==> src/rtl/cpu_types_pkg.sv <==
// Shared fetch-stage types: FSM state, buffer entry layout and J-type decode helpers.
package cpu_types_pkg;

   typedef enum logic [0:0] {
      ST_RUN    = 1'b0,
      ST_HALTED = 1'b1
   } fetch_state_t;

   localparam logic [5:0] J_OPCODE = 6'b000010;

   typedef struct packed {
      logic [31:0] instr;
      logic [31:0] npc;
      logic [31:0] curr_pc;
   } fetch_entry_t;

   // Jump target keeps the upper nibble of the delay-slot PC.
   function automatic logic [31:0] jump_target(input logic [31:0] pc_plus4,
                                               input logic [25:0] index);
      jump_target = {pc_plus4[31:28], index, 2'b00};
   endfunction

endpackage

==> src/rtl/fetch_buffer.sv <==
// Circular buffer of fetched instructions with push, pop, flush and occupancy count.
module fetch_buffer
   import cpu_types_pkg::*;
#(
   parameter int DEPTH = 2
) (
   input  logic                         CLK,
   input  logic                         RST,
   input  logic                         push,
   input  logic                         pop,
   input  logic                         flush,
   input  fetch_entry_t                 wdata,
   output fetch_entry_t                 rdata,
   output logic [$clog2(DEPTH+1)-1:0]   count
);

   localparam int PW = $clog2(DEPTH);
   localparam int CW = $clog2(DEPTH + 1);

   fetch_entry_t    mem_q [DEPTH];
   fetch_entry_t    mem_d [DEPTH];
   logic [PW-1:0]   wr_ptr_q, wr_ptr_d;
   logic [PW-1:0]   rd_ptr_q, rd_ptr_d;
   logic [CW-1:0]   count_q, count_d;
   logic            do_push_s, do_pop_s;

   function automatic logic [PW-1:0] ptr_next(input logic [PW-1:0] p);
      ptr_next = (p == PW'(DEPTH - 1)) ? {PW{1'b0}} : p + PW'(1);
   endfunction

   always_comb begin
      mem_d     = mem_q;
      wr_ptr_d  = wr_ptr_q;
      rd_ptr_d  = rd_ptr_q;
      count_d   = count_q;
      do_push_s = push & (count_q != CW'(DEPTH));
      do_pop_s  = pop & (count_q != {CW{1'b0}});
      if (flush) begin
         wr_ptr_d = {PW{1'b0}};
         rd_ptr_d = {PW{1'b0}};
         count_d  = {CW{1'b0}};
      end else begin
         if (do_push_s) begin
            mem_d[wr_ptr_q] = wdata;
            wr_ptr_d        = ptr_next(wr_ptr_q);
         end else begin
            wr_ptr_d = wr_ptr_q;
         end
         rd_ptr_d = do_pop_s ? ptr_next(rd_ptr_q) : rd_ptr_q;
         case ({do_push_s, do_pop_s})
            2'b10:   count_d = count_q + CW'(1);
            2'b01:   count_d = count_q - CW'(1);
            default: count_d = count_q;
         endcase
      end
   end

   always_ff @(posedge CLK or posedge RST) begin
      if (RST) begin
         mem_q    <= '{default: '0};
         wr_ptr_q <= {PW{1'b0}};
         rd_ptr_q <= {PW{1'b0}};
         count_q  <= {CW{1'b0}};
      end else begin
         mem_q    <= mem_d;
         wr_ptr_q <= wr_ptr_d;
         rd_ptr_q <= rd_ptr_d;
         count_q  <= count_d;
      end
   end

   assign rdata = (count_q == {CW{1'b0}}) ? fetch_entry_t'('0) : mem_q[rd_ptr_q];
   assign count = count_q;

endmodule

==> src/rtl/fetch_unit.sv <==
// Instruction fetch stage feeding the IF/ID latch through a small buffer.
// Optional macro FETCH_JPRED_EN: follow J-type jumps at fetch time.
module fetch_unit
   import cpu_types_pkg::*;
#(
   parameter logic [31:0] PC_INIT   = 32'h0000_0000,
   parameter int          BUF_DEPTH = 2
) (
   input  logic        CLK,
   input  logic        RST,
   output logic        imemREN,
   output logic [31:0] imemaddr,
   input  logic        ihit,
   input  logic [31:0] imemload,
   input  logic        redirect,
   input  logic [31:0] redirect_pc,
   input  logic        halt,
   input  logic        freeze,
   output logic [31:0] instr_o,
   output logic [31:0] npc_o,
   output logic [31:0] curr_pc_o,
   output logic        en_o,
   output logic        flush_o
);

   localparam int CW = $clog2(BUF_DEPTH + 1);

   fetch_state_t   state_q, state_d;
   logic [31:0]    pc_q, pc_d;
   logic [CW-1:0]  count_s;
   logic           run_s, req_s, push_s, pop_s, flush_s;
   logic [31:0]    pc_plus4_s, seq_pc_s;
   fetch_entry_t   wdata_s, head_s;

   always_comb begin
      run_s      = (state_q == ST_RUN);
      req_s      = run_s & ~redirect & (count_s != CW'(BUF_DEPTH));
      push_s     = req_s & ihit;
      pop_s      = run_s & (count_s != {CW{1'b0}}) & ~freeze & ~redirect;
      flush_s    = run_s & redirect;
      pc_plus4_s = pc_q + 32'd4;
`ifdef FETCH_JPRED_EN
      seq_pc_s   = (imemload[31:26] == J_OPCODE) ? jump_target(pc_plus4_s, imemload[25:0])
                                                 : pc_plus4_s;
`else
      seq_pc_s   = pc_plus4_s;
`endif
      wdata_s    = '{instr: imemload, npc: pc_plus4_s, curr_pc: pc_q};
   end

   // Halt beats a simultaneous redirect: the path is flushed but the PC stays put.
   always_comb begin
      state_d = state_q;
      pc_d    = pc_q;
      case (state_q)
         ST_RUN: begin
            state_d = halt ? ST_HALTED : ST_RUN;
            if (flush_s && !halt) begin
               pc_d = redirect_pc;
            end else if (push_s) begin
               pc_d = seq_pc_s;
            end else begin
               pc_d = pc_q;
            end
         end
         ST_HALTED: begin
            state_d = ST_HALTED;
            pc_d    = pc_q;
         end
         default: begin
            state_d = ST_RUN;
            pc_d    = pc_q;
         end
      endcase
   end

   always_ff @(posedge CLK or posedge RST) begin
      if (RST) begin
         state_q <= ST_RUN;
         pc_q    <= PC_INIT;
      end else begin
         state_q <= state_d;
         pc_q    <= pc_d;
      end
   end

   fetch_buffer #(
      .DEPTH (BUF_DEPTH)
   ) u_buf (
      .CLK   (CLK),
      .RST   (RST),
      .push  (push_s),
      .pop   (pop_s),
      .flush (flush_s),
      .wdata (wdata_s),
      .rdata (head_s),
      .count (count_s)
   );

   assign imemREN   = req_s;
   assign imemaddr  = pc_q;
   assign instr_o   = head_s.instr;
   assign npc_o     = head_s.npc;
   assign curr_pc_o = head_s.curr_pc;
   assign en_o      = pop_s | flush_s;
   assign flush_o   = flush_s;

endmodule

==> config.mk <==
export PLATFORM = sky130hd
export DESIGN_NAME = fetch_unit
export DESIGN_NICKNAME = d
export VERILOG_FILES = /design/src/rtl/cpu_types_pkg.sv /design/src/rtl/fetch_buffer.sv /design/src/rtl/fetch_unit.sv
export SDC_FILE = /design/constraint.sdc
export NUM_CORES = 1
export LEC_CHECK = 0
export BUFFER_PORTS_ARGS = -buffer_cell sky130_fd_sc_hd__clkbuf_2
export CAP_MARGIN = 10
export CORE_MARGIN = 5
export CORE_UTILIZATION = 52
export CTS_BUF_LIST = sky130_fd_sc_hd__clkbuf_2
export DETAILED_ROUTE_END_ITERATION = 8
export GPL_TIMING_DRIVEN = 0
export PLACE_DENSITY = 0.78
export SLEW_MARGIN = 0
export SYNTH_ARGS = -nofsm -noshare
export SYNTH_HDL_FRONTEND = slang
export SYNTH_SLANG_ARGS = --single-unit
==> constraint.sdc <==
create_clock -name CLK -period 8.5 [get_ports CLK]
set_input_delay 2.125 -clock CLK [delete_from_list [all_inputs] [get_ports CLK]]
set_output_delay 2.125 -clock CLK [all_outputs]
set_load 0.05 [all_outputs]
==> results of run 1 <==
## worst paths after layout
check	endpoint	start	slack, ns	cells after the start
min reg2reg	u_buf.mem_q[40]$_DFFE_PP0P_	u_buf.mem_q[40]$_DFFE_PP0P_	0.48	2
min in group asynchronous	u_buf.mem_q[72]$_DFFE_PP0P_	RST	1.46	2
max	instr_o[13]	u_buf.count[0]$_DFFE_PP0P_	3.16	5
max reg2reg	u_buf.mem_q[56]$_DFFE_PP0P_	imemaddr[2]$_DFFE_PP0P_	5.92	6
min	u_buf.mem_q[40]$_DFFE_PP0P_	u_buf.mem_q[40]$_DFFE_PP0P_	0.48	2
max in group asynchronous	u_buf.mem_q[106]$_DFFE_PP0P_	RST	6.00	3
## kinds of logic after synthesis
kind of cell,synth area share
multiplexers,0.222
adder cells (fa/ha/maj),0.00116
AO/OA/AOI/OAI,0.0753
AND/OR/NAND/NOR,0.123
XOR/XNOR,0.0235
buffers and inverters,0.0340
flip-flops,0.522
## report_power, final
part / internal (µW) / switching, µW / total [µW]
clock: 284 / 429 / 713
sequential: 1110 / 39.2 / 1150
combinational: 71.5 / 159 / 231
total: 1470 / 628 / 2100
## area by class of cell
type | instances | area [µm²]
tap | 270 | 338
antenna | 2 | 5.00
clock inverter | 4 | 20.0
timing repair buffer | 201 | 1030
multi-input combinational | 671 | 4790
clock buffer | 94 | 470
buffer | 79 | 355
sequential | 225 | 5630
inverter | 3 | 18.8
fill | 1738 | 7700
## routing by layer
metal  GRT usage  part of all wire
met1       0.325              0.42
met2       0.374              0.47
met3      0.0545             0.071
met4      0.0938             0.032
met5           0                 0
## tightest hold or removal path, stage by stage, from the launching register on
cell and delay [ns]:
dfrtp_1 0.35, nand2_1 0.05, o21ai_0 0.06
## sequential cells by signal (all words and copies together) (netlist names)
name and cells:
u_buf.mem_q 188, u_buf.rd_ptr_q 1, state_q 1, u_buf.wr_ptr_q 1, u_buf.count 2, imemaddr 32
## cells in the mapped netlist (all sizes together) (2+ instances only)
cell    instances  area share
inv             3      0.0010
buf            45       0.021
nor2          148       0.051
clkbuf         34       0.012
dfrtp         225        0.52
nand2b          3      0.0017
and2            2      0.0012
xnor2          20       0.016
nor3b           3      0.0021
nor4            8      0.0060
nor3           14      0.0096
nor2b           3      0.0017
nand3          20       0.010
o21ai          57       0.027
mux2          128        0.13
a221o          16       0.015
a21oi          33       0.016
and3            8      0.0046
nand2          67       0.024
mux2i          95       0.088
a31oi           3      0.0017
a22o            4      0.0032
a21o            6      0.0042
o311ai          6      0.0049
xor2            9      0.0073
and4            5      0.0041
nand4           4      0.0037
## stage by stage
step	instance area, µm²	hold slack [ns]	std cells	worst slack [ns]
after floorplan	10800	0.450	978	0.212
after global placement	12100	0.460	1448	-2.05
after detailed placement	12200	0.470	1449	3.44
after CTS	12700	0.489	1547	3.11
after global routing	12700	0.517	1549	3.01
final	12700	0.484	1549	3.16
==> results.tsv, run 1 <==
stage	metric	value	unit
power_and_ir_drop	leakage	0.00724	µW
power_and_ir_drop	pwr dens	166	nW/µm²
logic_synthesis	total nets after synthesis	1049	
global_route	largest net degree at the start of global routing	116	
sta	Final Skew	0.0550	ns
critical_path	CP required	6.38	ns
sta	Fmax	187	MHz
logic_synthesis	Yosys reg bits	225	
global_route	antenna violations before repair	2	
critical_path	worst path cell trace	nor2_1 > clkbuf_1 > clkbuf_1 > nor2_1 > clkbuf_2	
critical_path	crit-path max cell delay	0.66	ns
place	HPWL Detailed	20.8	mm
sta	Final period util	0.628	
drt	routed vias/inst	5.54	
drt	DRT Pass-1 Iters	5	
sta	final hold vios	0	
logic_synthesis	ys flop type	dfrtp_1	
sta	post-route setup TNS	0	ns
place	buffers added on ports	200	
cells_and_area	Synth-to-Final Area Change	17.3	%
die	die footprint	23700	µm²
sta	Finish-stage setup viols	0	
global_route	number of global-route vias before repair	8613	
clock_network	maximum clock path buffer count	3	
drt	Routed WL	28.7	mm
clock_network	H-tree levels	2	
critical_path	cell at the slowest stage of the critical path	clkbuf_1	
sta	slew margin rel.	0.443	
clock_network	Setup Fix Bufs, Post-CTS	0	
clock_network	CTS-repair resized insts	0	
critical_path	CP endpoint kind	output pin	
critical_path	Crit path arrival time	3.21	ns
logic_synthesis	Synth cell types	48	
die	CORE AREA	20400	µm²
critical_path	Worst setup SP type	flop	
power_and_ir_drop	Max IR drop VDD	106	µV
critical_path	critical path class	reg -> out	
clock_network	CTS tree	yes	
drt	First DRT Iteration DRCs	512	
global_route	Congestion Overflow GR	0	
sta	RSZ-0062 raised after global routing	no	
clock_network	clock latency at the later pin of the worst-skew pair	0.84	ns
clock_network	root buf cell	clkbuf_2	
logic_synthesis	Post-synth ARST share	1.00	
power_and_ir_drop	Overall Power	2100	µW
logic_synthesis	Mapped Avg Cell Area	11.0	µm²
place	RePlAce Congestion	0.881	
sta	post-layout minimum cycle time	5.34	ns
die	Initial Util	0.530	
cells_and_area	final core occ	0.622	
drt	Final ANT Viol Nets	0	
critical_path	family with the most delay on the worst path	buffers and inverters	
clock_network	cts-stage hold buffer count	0	
critical_path	CP bufs+invs	3	
logic_synthesis	Seq/Total Area, Yosys	0.522	
drt	vias	8583	
critical_path	CP Max Fanout	10	
die	Die Width	154	µm
logic_synthesis	YS warnings	0	
global_route	total track usage	0.239	
cells_and_area	# nets final	1310	
logic_synthesis	EDFF count, synth	0	
cells_and_area	commonest cells after routing, fill and taps aside	clkbuf_2, dfrtp_1, nor2_1	
run	MaxCap Viol Count	0	
die	Core Rows	52	
drt	Post-route DRC	0	
die	Die Span Y	154	µm
clock_network	clock slew at reported path FFs	0.10	ns
run_status	outcome	completed	
cells_and_area	most common cell after layout, fill and taps aside	clkbuf_2	
sta	slew of the pin with the lowest slew margin	0.835	ns
logic_synthesis	Syn Inst Count	978	
drt	mean routed wirelength per cell	18.6	µm
sta	max-slew violations	0	
cells_and_area	share of cells above drive strength 1	0.366	
min_path	worst hold path type	reg -> reg	
clock_network	total CTS buffers	58	
global_route	first-pass GRT wire length	45.8	mm
clock_network	clk sinks	225	
die	num ports	201	
logic_synthesis	Syn Std Cell Area	10800	µm²
(Power assumes the default switching activity.)
==> run 2, diff against run 1 <==
clock period = 4.6 ns   (was 8.5 ns; I/O delays follow)
==> results.tsv, run 2 (synthesis gave the netlist of run 1 again) <==
stage	metric	value	unit
critical_path	r2r startpoint	imemaddr[2]$_DFFE_PP0P_	
place	RePlAce Congestion	0.891	
clock_network	Setup Fix Bufs, Post-CTS	0	
drt	DRT Pass-1 Iters	4	
clock_network	clock slew at reported path FFs	0.10	ns
power_and_ir_drop	switching pwr	1130	µW
global_route	Congestion Overflow GR	0	
drt	Final ANT Viol Nets	0	
run_status	outcome	completed	
cells_and_area	max reg flops	188	
global_route	largest net degree at the start of global routing	44	
clock_network	clock latency at the later pin of the worst-skew pair	0.82	ns
critical_path	critical path class	reg -> out	
critical_path	CP required	3.45	ns
min_path	worst hold path type	in -> async	
run	MaxCap Viol Count	0	
die	Core Rows	52	
clock_network	root buf cell	clkbuf_2	
drt	First DRT Iteration DRCs	614	
global_route	first-pass GRT wire length	47.3	mm
place	buffers added on ports	200	
sta	RSZ-0062 raised after global routing	no	
critical_path	CP endpoint kind	output pin	
sta	Fmax	229	MHz
sta	post-route setup TNS	0	ns
sta	Final Skew	0.0682	ns
sta	slew margin rel.	0.431	
cells_and_area	# nets final	1311	
clock_network	maximum clock path buffer count	3	
clock_network	CTS-repair resized insts	0	
cells_and_area	share of cells above drive strength 1	0.363	
sta	post-layout minimum cycle time	4.37	ns
cells_and_area	Most flops, register	u_buf.mem_q	
die	num ports	201	
drt	mean routed wirelength per cell	18.7	µm
sta	Finish-stage setup viols	0	
die	CORE AREA	20400	µm²
place	Placed Area	12300	µm²
power_and_ir_drop	switching share of power	0.294	
die	Initial Util	0.530	
critical_path	Crit path arrival time	3.22	ns
power_and_ir_drop	sequential power share	0.553	
clock_network	H-tree levels	2	
power_and_ir_drop	Int Pwr	2720	µW
drt	Routed WL	29.0	mm
critical_path	CP Max Fanout	10	
power_and_ir_drop	pwr dens	302	nW/µm²
power_and_ir_drop	clock network fraction of total power	0.334	
critical_path	Worst setup SP type	flop	
clock_network	cts-stage hold buffer count	0	
sta	final hold vios	0	
cells_and_area	post-route cell area	12700	µm²
sta	Final period util	0.950	
place	HPWL Detailed	21.4	mm
clock_network	clk sinks	225	
drt	vias	8562	
global_route	total track usage	0.247	
cells_and_area	commonest cells after routing, fill and taps aside	clkbuf_2, dfrtp_1, nor2_1	
power_and_ir_drop	leakage	0.00725	µW
clock_network	total CTS buffers	54	
drt	Post-route DRC	0	
global_route	antenna violations before repair	3	
sta	max-slew violations	0	
clock_network	CTS tree	yes	
sta	slew of the pin with the lowest slew margin	0.853	ns
die	die footprint	23700	µm²
global_route	number of global-route vias before repair	8829	
die	Die Span Y	154	µm
die	Die Width	154	µm
critical_path	Crit. Startpoint	u_buf.count[0]$_DFFE_PP0P_	
power_and_ir_drop	logic gate share of total power	0.113	
power_and_ir_drop	Max IR drop VDD	196	µV
cells_and_area	Synth-to-Final Area Change	18.0	%
cells_and_area	most common cell after layout, fill and taps aside	clkbuf_2	
drt	routed vias/inst	5.53	
-- run 2: metal layers --
metal / vias up / wire length, µm / GRT usage
met5: - / 0 / 0
met4: 0 / 1120 / 0.111
met3: 83 / 2020 / 0.0587
met2: 339 / 13700 / 0.380
met1: 4181 / 12200 / 0.334
li1: 3959 / - / -
-- run 2: path summary, 6_finish.rpt --
check	to	slack, ns	depth (start not counted)
hold / removal	u_buf.mem_q[168]$_DFFE_PP0P_	0.37	2
min in group CLK	u_buf.mem_q[46]$_DFFE_PP0P_	0.49	2
setup / recovery	npc_o[3]	0.23	5
max in group asynchronous	u_buf.mem_q[104]$_DFFE_PP0P_	3.39	4
hold reg to reg	u_buf.mem_q[46]$_DFFE_PP0P_	0.49	2
setup reg to reg	u_buf.mem_q[56]$_DFFE_PP0P_	2.05	6
-- run 2: stage by stage --
step | setup WS (ns) | utilization | power [µW] | std cells | hold WS (ns)
finish | 0.230 | 0.625 | 3850 | 1548 | 0.374
global route | 0.0199 | 0.625 | 4040 | 1548 | 0.318
CTS | 0.153 | 0.625 | 3890 | 1545 | 0.288
global placement | -0.765 | 0.596 | 2580 | 1448 | 0.460
detailed placement | 1.03 | 0.602 | 2600 | 1454 | 0.469
floorplan | 0.512 | - | 2440 | 978 | 0.450
-- run 2: cell type report --
type / count / area [µm²]
buffer: 79 / 355
sequential: 225 / 5630
fill: 1717 / 7630
clock inverter: 9 / 62.6
inverter: 3 / 15.0
multi-input combinational: 671 / 4790
clock buffer: 82 / 410
antenna: 3 / 7.51
timing repair buffer: 206 / 1120
tap: 270 / 338
-- run 2: worst max-delay path, cell delays in order (launching register included) --
cell and delay [ns]:
dfrtp_1 0.46, nor2_1 0.48, clkbuf_1 0.66, buf_1 0.43, nor2_1 0.16, clkbuf_2 0.27
-- run 2: power groups by stage --
stage                     logic (µW)  clock network, µW  registers [µW]
after floorplan                  199                  0            2240
after global placement           413                  0            2160
after detailed placement         435                  0            2170
after CTS                        437               1330            2130
after global routing             471               1430            2140
final                            435               1290            2130
==> run 3, diff against run 2 <==
RECOVER_POWER = 25   (was unset)
==> results.tsv, run 3 (synthesis gave the netlist of run 1 again) <==
stage	metric	value	unit
critical_path	r2r startpoint	imemaddr[2]$_DFFE_PP0P_	
sta	max-slew violations	148	
critical_path	FF-to-FF End	u_buf.mem_q[56]$_DFFE_PP0P_	
critical_path	Crit path arrival time	3.20	ns
min_path	worst hold path type	in -> async	
critical_path	Worst path depth	5	
die	num ports	201	
cells_and_area	Non-Filler Instances	1548	
sta	slack of the critical path	0.247	ns
critical_path	cell at the slowest stage of the critical path	clkbuf_1	
critical_path	R2R Setup Slk	2.03	ns
critical_path	worst path cell trace	nor2_1 > clkbuf_1 > buf_1 > nor2_1 > clkbuf_2	
clock_network	CTS-repair resized insts	0	
sta	final hold slack	0.421	ns
drt	Routed WL	29.0	mm
sta	RSZ-0062 raised after global routing	no	
global_route	total track usage	0.247	
place	Placed Area	12300	µm²
drt	vias	8532	
clock_network	Setup Fix Bufs, Post-CTS	0	
cells_and_area	filler cell count	1727	
critical_path	CP bufs+invs	3	
critical_path	CP Max Fanout	10	
drt	mean routed wirelength per cell	18.7	µm
sta	final hold vios	0	
global_route	first-pass GRT wire length	47.3	mm
die	die footprint	23700	µm²
die	Die Span Y	154	µm
place	RePlAce Congestion	0.891	
sta	post-layout minimum cycle time	4.35	ns
global_route	Congestion Overflow GR	0	
global_route	number of global-route vias before repair	8829	
critical_path	crit-path max cell delay	0.63	ns
critical_path	most repeated library cell on the critical path	nor2_1	
clock_network	maximum clock path buffer count	3	
cells_and_area	most common cell after layout, fill and taps aside	clkbuf_2	
power_and_ir_drop	leakage	0.00721	µW
cells_and_area	Synth-to-Final Area Change	17.4	%
cells_and_area	storage element area	5630	µm²
critical_path	Crit. Startpoint	u_buf.count[0]$_DFFE_PP0P_	
cells_and_area	post-route cell area	12700	µm²
cells_and_area	commonest cells after routing, fill and taps aside	clkbuf_2, dfrtp_1, nor2_1	
cells_and_area	max reg flops	188	
clock_network	clock latency at the later pin of the worst-skew pair	0.82	ns
clock_network	clk sinks	225	
critical_path	CP required	3.45	ns
die	Initial Util	0.530	
die	Core Rows	52	
place	buffers added on ports	200	
sta	Final Skew	0.0706	ns
sta	slew margin rel.	-0.518	
drt	DRT Pass-1 Iters	5	
drt	First DRT Iteration DRCs	634	
sta	slew of the pin with the lowest slew margin	2.28	ns
cells_and_area	# nets final	1311	
place	HPWL Detailed	21.4	mm
drt	Final ANT Viol Nets	0	
run	MaxCap Viol Count	4	
critical_path	CP endpoint kind	output pin	
clock_network	cts-stage hold buffer count	0	
clock_network	root buf cell	clkbuf_2	
critical_path	Worst Setup EP	npc_o[3]	
clock_network	H-tree levels	2	
critical_path	Worst setup SP type	flop	
cells_and_area	multi-input logic area	4790	µm²
cells_and_area	Most flops, register	u_buf.mem_q	
sta	Final period util	0.946	
drt	routed vias/inst	5.51	
global_route	largest net degree at the start of global routing	44	
drt	Post-route DRC	0	
clock_network	CTS tree	yes	
critical_path	family with the most delay on the worst path	buffers and inverters	
power_and_ir_drop	Max IR drop VDD	196	µV
place	placed insts	1454	
clock_network	clock slew at reported path FFs	0.11	ns
run_status	violated checks	max-capacitance violations, max-slew violations	
cells_and_area	share of cells above drive strength 1	0.359	
global_route	antenna violations before repair	3	
place	pre-CTS setup slack	1.03	ns
die	Die Width	154	µm
critical_path	critical path class	reg -> out	
power_and_ir_drop	pwr dens	304	nW/µm²
clock_network	total CTS buffers	54	
run_status	outcome	finished with violations	
sta	Finish-stage setup viols	0	
critical_path	reg2reg path depth	6	
sta	Fmax	230	MHz
die	CORE AREA	20400	µm²
## run 3: changes by cell type in the layout (fill, tap and decap cells not counted)
cell and change:
buf_12 -4, clkbuf_1 +5, clkinvlp_2 +1, clkbuf_2 -1, clkinvlp_4 -1
## run 3: layer usage
metal,GRT usage,vias up,wire [µm]
met5,0,-,0
met3,0.0587,79,2040
met1,0.334,4169,12100
li1,-,3953,-
met4,0.111,0,1110
met2,0.380,331,13700
## run 3: per-stage QoR
stage / utilization / setup TNS (ns) / total power (µW)
after global routing: 0.622 / 0 / 4030
after global placement: 0.596 / -167.17 / 2580
final: 0.622 / 0 / 3840
after floorplan: - / 0 / 2440
after CTS: 0.625 / 0 / 3890
after detailed placement: 0.602 / 0 / 2600
## run 3: worst min path at each step
stage / from / endpoint / cells past startpoint
6_report: RST / u_buf.mem_q[168]$_DFFE_PP0P_ / 2
3_5_place_dp: u_buf.mem_q[40]$_DFFE_PP0P_ / u_buf.mem_q[40]$_DFFE_PP0P_ / 2
3_3_place_gp: u_buf.mem_q[38]$_DFFE_PP0P_ / u_buf.mem_q[38]$_DFFE_PP0P_ / 2
2_1_floorplan: u_buf.mem_q[22]$_DFFE_PP0P_ / u_buf.mem_q[22]$_DFFE_PP0P_ / 2
5_1_grt: RST / u_buf.mem_q[73]$_DFFE_PP0P_ / 2
4_1_cts: RST / u_buf.mem_q[168]$_DFFE_PP0P_ / 2
## run 3: power breakdown
part | total, µW | leakage [µW] | internal, µW | switching [µW]
Clock | 1290 | 0.000372 | 520 | 766
Sequential | 2130 | 0.00305 | 2060 | 73.9
Combinational | 427 | 0.00379 | 134 | 294
Total | 3840 | 0.00721 | 2710 | 1130
## run 3: layout make-up
type	count	area share
timing repair buffer	206	0.0833
buffer	79	0.0281
multi-input combinational	671	0.378
inverter	3	0.000988
sequential	225	0.445
tap	270	0.0267
antenna	3	0.000593
clock buffer	82	0.0324
clock inverter	9	0.00494
